## config.mk

```make
export PLATFORM = sky130hd
export DESIGN_NAME = wb_stream_loader
export DESIGN_NICKNAME = d
export VERILOG_FILES = /design/src/rtl/wb_stream_loader_pkg.sv /design/src/rtl/wb_stream_loader_byte_packer.sv /design/src/rtl/wb_stream_loader.sv
export SDC_FILE = /design/constraint.sdc
export NUM_CORES = 1
export LEC_CHECK = 0
export CAP_MARGIN = 25
export CELL_PAD_IN_SITES_DETAIL_PLACEMENT = 0
export CELL_PAD_IN_SITES_GLOBAL_PLACEMENT = 1
export CORE_UTILIZATION = 41
export DETAILED_ROUTE_END_ITERATION = 10
export PLACE_DENSITY_LB_ADDON = 0.1
export SYNTH_ARGS = -nofsm -noshare
export SYNTH_HDL_FRONTEND = slang
export SYNTH_SLANG_ARGS = --single-unit
export TNS_END_PERCENT = 50
```

## constraint.sdc

```tcl
create_clock -name clk_i -period 2.2 [get_ports clk_i]
set_input_delay 0.33 -clock clk_i [delete_from_list [all_inputs] [get_ports clk_i]]
set_output_delay 0.33 -clock clk_i [all_outputs]
set_load 0.02 [all_outputs]
```

## src/rtl/wb_stream_loader_pkg.sv

```systemverilog
// rtl/wb_stream_loader_pkg.sv - shared states, field length and Wishbone bus types for the stream loader
package wb_stream_loader_pkg;

    // Number of bytes that make up one header or data field
    localparam int HDR_FIELD_BYTES = 4;

    typedef enum logic [2:0] {
        HDR_ADDR = 3'd0,
        HDR_LEN  = 3'd1,
        DATA     = 3'd2,
        WRITE    = 3'd3,
        DONE     = 3'd4,
        ERROR    = 3'd5
    } loader_state_t;

    // Master-to-slave half of a Wishbone bus
    typedef struct packed {
        logic        cyc;
        logic        stb;
        logic        we;
        logic [31:0] adr;
        logic [31:0] dat;
        logic [3:0]  sel;
    } wb_m2s_t;

    // Slave-to-master half of a Wishbone bus (write-only master, so no read data)
    typedef struct packed {
        logic ack;
        logic err;
    } wb_s2m_t;

endpackage

```

## src/rtl/wb_stream_loader_byte_packer.sv

```systemverilog
// rtl/wb_stream_loader_byte_packer.sv - assembles little-endian bytes into 32-bit words
module byte_packer
    import wb_stream_loader_pkg::*;
(
    input  logic        clk_i,
    input  logic        rst_i,
    input  logic [7:0]  data_i,
    input  logic        take_i,
    output logic [31:0] word_o,
    output logic        word_done_o
);

    logic [1:0]  r_cnt;
    logic [23:0] r_low;

    // Byte counter and storage of the three lower bytes of the word in progress
    always_ff @(posedge clk_i) begin
        if (rst_i) begin
            r_cnt <= 2'd0;
            r_low <= 24'd0;
        end else if (take_i) begin
            r_cnt <= r_cnt + 2'd1;
            case (r_cnt)
                2'd0:    r_low[7:0]   <= data_i;
                2'd1:    r_low[15:8]  <= data_i;
                2'd2:    r_low[23:16] <= data_i;
                default: r_low        <= r_low;
            endcase
        end
    end

    // The top byte comes straight from the input so the word is usable on its completing cycle
    assign word_o      = {data_i, r_low};
    assign word_done_o = take_i && (r_cnt == 2'(HDR_FIELD_BYTES - 1));

endmodule

```

## src/rtl/wb_stream_loader.sv

```systemverilog
// rtl/wb_stream_loader.sv - loads a byte stream into memory over Wishbone while holding the core halted
module wb_stream_loader
    import wb_stream_loader_pkg::*;
#(
    parameter int TIMEOUT = 16
) (
    input  logic        clk_i,
    input  logic        rst_i,
    input  logic [7:0]  data_i,
    input  logic        valid_i,
    output logic        ready_o,
    output logic        wb_cyc_o,
    output logic        wb_stb_o,
    output logic        wb_we_o,
    output logic [31:0] wb_adr_o,
    output logic [31:0] wb_dat_o,
    output logic [3:0]  wb_sel_o,
    input  logic        wb_ack_i,
    input  logic        wb_err_i,
    output logic        halt_core_o,
    output logic        core_rst_o,
    output logic        done_o,
    output logic        error_o
);

    localparam int WAIT_W = (TIMEOUT > 1) ? $clog2(TIMEOUT) : 1;

    loader_state_t     r_state;
    loader_state_t     w_next;
    logic [31:0]       r_addr;
    logic [31:0]       r_count;
    logic [31:0]       r_wdata;
    logic [WAIT_W-1:0] r_wait;
    logic              r_done_seen;

    logic [31:0]       w_word;
    logic              w_word_done;
    logic              w_take;
    logic              w_wait_expired;
    wb_m2s_t           w_wb;
    wb_s2m_t           w_wb_in;

    assign w_wb_in.ack    = wb_ack_i;
    assign w_wb_in.err    = wb_err_i;
    assign w_take         = valid_i && ready_o;
    assign w_wait_expired = (r_wait == WAIT_W'(TIMEOUT - 1));

    byte_packer u_packer (
        .clk_i       (clk_i),
        .rst_i       (rst_i),
        .data_i      (data_i),
        .take_i      (w_take),
        .word_o      (w_word),
        .word_done_o (w_word_done)
    );

    // State register
    always_ff @(posedge clk_i) begin
        if (rst_i) begin
            r_state <= HDR_ADDR;
        end else begin
            r_state <= w_next;
        end
    end

    // Next-state decode and all outputs; reset forces every output to its idle value immediately
    always_comb begin
        w_next      = r_state;
        ready_o     = 1'b0;
        w_wb        = '0;
        halt_core_o = 1'b1;
        core_rst_o  = 1'b0;
        done_o      = 1'b0;
        error_o     = 1'b0;
        case (r_state)
            HDR_ADDR: begin
                ready_o = 1'b1;
                if (w_word_done) begin
                    w_next = (w_word[1:0] != 2'b00) ? ERROR : HDR_LEN;
                end
            end
            HDR_LEN: begin
                ready_o = 1'b1;
                if (w_word_done) begin
                    w_next = (w_word == 32'd0) ? DONE : DATA;
                end
            end
            DATA: begin
                ready_o = 1'b1;
                if (w_word_done) begin
                    w_next = WRITE;
                end
            end
            WRITE: begin
                w_wb.cyc = 1'b1;
                w_wb.stb = 1'b1;
                w_wb.we  = 1'b1;
                w_wb.adr = r_addr;
                w_wb.dat = r_wdata;
                w_wb.sel = 4'hF;
                if (w_wb_in.err) begin
                    w_next = ERROR;
                end else if (w_wb_in.ack) begin
                    w_next = (r_count == 32'd1) ? DONE : DATA;
                end else if (w_wait_expired) begin
                    w_next = ERROR;
                end
            end
            DONE: begin
                halt_core_o = 1'b0;
                done_o      = 1'b1;
                core_rst_o  = !r_done_seen;
            end
            ERROR: begin
                error_o = 1'b1;
            end
            default: begin
                w_next = HDR_ADDR;
            end
        endcase
        if (rst_i) begin
            ready_o     = 1'b0;
            w_wb        = '0;
            halt_core_o = 1'b1;
            core_rst_o  = 1'b0;
            done_o      = 1'b0;
            error_o     = 1'b0;
        end
    end

    assign wb_cyc_o = w_wb.cyc;
    assign wb_stb_o = w_wb.stb;
    assign wb_we_o  = w_wb.we;
    assign wb_adr_o = w_wb.adr;
    assign wb_dat_o = w_wb.dat;
    assign wb_sel_o = w_wb.sel;

    // Address, remaining count, write data, ack wait counter and first-DONE-cycle tracking
    always_ff @(posedge clk_i) begin
        if (rst_i) begin
            r_addr      <= 32'd0;
            r_count     <= 32'd0;
            r_wdata     <= 32'd0;
            r_wait      <= '0;
            r_done_seen <= 1'b0;
        end else begin
            case (r_state)
                HDR_ADDR: begin
                    if (w_word_done && (w_word[1:0] == 2'b00)) begin
                        r_addr <= w_word;
                    end
                end
                HDR_LEN: begin
                    if (w_word_done) begin
                        r_count <= w_word;
                    end
                end
                DATA: begin
                    if (w_word_done) begin
                        r_wdata <= w_word;
                        r_wait  <= '0;
                    end
                end
                WRITE: begin
                    if (!w_wb_in.err) begin
                        if (w_wb_in.ack) begin
                            r_addr  <= r_addr + 32'd4;
                            r_count <= r_count - 32'd1;
                        end else begin
                            r_wait <= r_wait + 1'b1;
                        end
                    end
                end
                DONE: begin
                    r_done_seen <= 1'b1;
                end
                default: begin
                    r_done_seen <= r_done_seen;
                end
            endcase
        end
    end

endmodule

```

==> results.py <==
metrics = {
    "outcome": {
        "status": "complete, no violations",
    },
    "clock_network": {
        "tritoncts": "built",
        "htree_num_levels": 4,
        "clockRootBuffer": "clkbuf_16",
        "cts-buffers-inserted": 17,
        "insertion_delay_ps": 420,
        "numClockSinks": 130,
        "clk_pin_slew_worst_paths_ps": 60,
        "cts_hold_buf": 0,
        "clk_path_buf_depth": 2,
    },
    "routing": {
        "drt_iter0_markers": 603,
        "drc": 0,
        "route.detailed.wl_per_inst_um": 18.3,
        "routed_wl_um": 23900,
        "dr.pass1.iters": 5,
        "drt.antenna.violating_nets": 0,
        "viasPerCell": 5.71,
        "vias": 7458,
    },
    "critical_path": {
        "arrival_ps": 1810,
        "critPathCaptureType": "output pin",
        "r2r_slack_ps": 180,
        "crit_chain": "nand3b_1, nor2_4, buf_12, and2_1, clkdlybuf4s15_2",
        "crit_buf_inv": 2,
        "worst-setup-path-type": "reg2out",
        "required_ps": 1870,
        "path_delay_family": "simple AND/OR/NAND/NOR gates",
        "start_kind": "flip-flop",
        "slowest_stage": "dfxtp_1",
        "slowest_delay_ps": 310,
        "crit_fanout": 47,
    },
    "floorplan": {
        "start_util": 0.421,
        "core_sq_um": 17400,
        "dieArea_sq_um": 18400,
        "ioPinCount": 89,
        "die_w_um": 135,
        "chipHeight_um": 135,
        "row_count": 48,
    },
    "power": {
        "p_comb_frac": 0.049,
        "p_leak_nw": 3.49,
        "p_int_w": 0.00428,
        "p_total_w": 0.00560,
        "vdd_drop_max_uv": 494,
        "seqPwrFrac": 0.429,
        "power_switching_w": 0.00132,
        "power_density_nw_per_um2": 601,
        "switching_share": 0.236,
        "clockPowerShare": 0.523,
    },
    "logic_synthesis": {
        "synth_ff_type": "dfxtp_1",
        "syn_avg_cell_area_sq_um": 7.55,
        "postSynth.asyncResetShare": 0,
        "netlist_area_sq_um": 7310,
        "yosys_warnings": 0,
        "synth_nets": 989,
        "synth_edf_count": 0,
        "netlist_instances": 968,
        "synth.ff_latch_count": 130,
        "synth.distinct_cells": 69,
        "ys_seq_area_frac": 0.356,
    },
    "grt": {
        "grt_overflow": 0,
        "antenna_found_initial": 2,
        "grt_use_total": 0.265,
        "grt_pass1_vias": 6501,
        "grt_pass1_wl_um": 37200,
        "grt_max_degree": 77,
    },
    "sta": {
        "fin_crit_ps": 2140,
        "drv_slew": 0,
        "fin_skew_ps": 7.70,
        "worst_slew_pin_slew_ps": 865,
        "timing.final.ws_setup_ps": 60.1,
        "fmax_ghz": 0.467,
        "max_slew_margin": 0.424,
        "finalHoldViolations": 0,
        "rsz0062_at_grt": "yes",
        "hold_ws_ps": 313,
        "setup_viol": 0,
        "min_period_over_period": 0.973,
    },
    "layout": {
        "fillers": 1687,
        "syn2layout_area_growth_pct": 27.4,
        "layout.nets": 1089,
        "drive_gt1_frac": 0.133,
        "finalInstanceArea_sq_um": 9310,
    },
    "placement": {
        "pre_cts_slack_ps": 90.3,
        "hpwl_um": 16600,
        "gp_congestion": 0.867,
        "portBuffers": 88,
        "place_area_sq_um": 8760,
    },
    "min_path": {
        "min_path_type": "in2reg",
    },
    "flow_run": {
        "cap_violations": 0,
    },
}
logic make-up (layout without fill, tap and decap cells):
family	count (synthesis)	after routing	share of synthesized area
other	0	1	0
flip-flops	130	130	0.356
buffers and inverters	93	206	0.0563
XOR/XNOR	3	3	0.00360
multiplexers	11	11	0.0154
AO/OA/AOI/OAI	263	263	0.219
adder cells (fa/ha/maj)	8	8	0.0137
AND/OR/NAND/NOR	460	460	0.336
what timing repair did:
action	CTS	global route
pin swaps	0	1
buffers inserted	0	1
setup endpoints to repair	76	45
resized for setup	82	43
cell usage in the layout, fill, tap and decap left out, types with 9 or more instances in the layout:
master             n
nand2_1          152
dfxtp_1          130
a21oi_1          119
and2_1            67
buf_4             66
nor2_1            64
nand3_1           47
o21ai_0           42
dlygate4sd2_1     39
clkdlybuf4s15_1   29
nor3_1            26
nor4_1            19
a211oi_1          17
clkbuf_16         17
nand4_1           13
a31oi_1           13
o31ai_1           13
inv_1             12
a21o_1            11
clkdlybuf4s50_1   11
and3_1             9
mux2i_1            9
power groups by stage:
| stage | logic [W] | clock network (W) | registers (W) |
|---|---|---|---|
| 6_report | 0.000272 | 0.00293 | 0.00240 |
| 5_1_grt | 0.000290 | 0.00307 | 0.00240 |
| 4_1_cts | 0.000267 | 0.00297 | 0.00240 |
| 3_5_place_dp | 0.000267 | 0 | 0.00245 |
| 3_3_place_gp | 0.000268 | 0 | 0.00245 |
| 2_1_floorplan | 0.000133 | 0 | 0.00244 |
routing by layer:
layer  up-vias  global-route usage  part of all wire
met2       260               0.385              0.43
met3        39              0.0531             0.054
met5         -                   0                 0
li1       3670                   -                 -
met1      3489               0.382              0.49
met4         0              0.0993             0.028
final cells by class:
class	instances	area, sq um	area share
diodes	1	2.50	0.000269
inverters	12	45.0	0.00484
repair buffers	162	1460	0.156
well taps	225	282	0.0302
multi-input cells	745	4320	0.464
flip-flops and latches	130	2600	0.280
clock inverters	13	160	0.0172
clock buffers	19	443	0.0476
synthesized netlist by cell type (3+ instances only):
cell      instances  area (sq um)
nand4_1          13          81.3
nand2_1         152           571
o31ai_1          13          97.6
o22ai_1           6          37.5
o21ai_0          42           210
nor4_1           19           119
buf_2            21           105
o211ai_1          7          52.6
inv_1            12          45.0
nor3_1           26           130
o21bai_1          4          30.0
and3_1            9          56.3
nor3b_1           6          45.0
a21oi_1         119           596
ha_1              8           100
and2_1           67           419
a22oi_1           8          60.1
nor4_2            3          37.5
and4_1            4          35.0
clkbuf_1         43           161
nand2b_1          5          31.3
o41ai_1           3          26.3
a31oi_1          13          81.3
buf_4             9          67.6
nand3_1          47           235
nor3_2            3          30.0
mux2i_1           9          90.1
a311oi_1          3          26.3
buf_1             6          22.5
a21o_1           11          82.6
or4_1             3          22.5
a211oi_1         17           128
or3_1             8          50.1
nor4_4            3          63.8
dfxtp_1         130          2600
nor2_1           66           248
nand3b_1          6          45.0
state kept, by name (all words and copies together) (netlist names):
signal / count
r_addr: 32
r_done_seen: 1
u_packer.r_cnt: 2
r_state: 3
r_wdata: 32
u_packer.r_low: 24
r_count: 32
r_wait: 4
worst reg2reg max path, stage by stage, from the launching register on:
cell and delay, ps:
dfxtp_1 370, nor4_4 440, nand4b_4 270, nor3_2 320, mux2_2 370, a31oi_1 170
per-stage QoR:
step | instances | TNS (ps) | util
finish | 1307 | 0 | 0.536
global route | 1306 | -22.5 | 0.536
CTS | 1305 | 0 | 0.535
detailed placement | 1273 | 0 | 0.505
global placement | 1273 | 0 | 0.505
floorplan | 968 | 0 | -
path summary, 6_finish.rpt:
path | from | end | cells past startpoint
setup / recovery | r_state[2] | wb_adr_o[28] | 5
hold / removal | rst_i | r_wdata[19] | 3
setup reg to reg | r_count[10] | r_count[27] | 5
hold reg to reg | r_wdata[10] | r_wdata[10] | 2
Note: power is estimated with default switching activity, not from simulation.
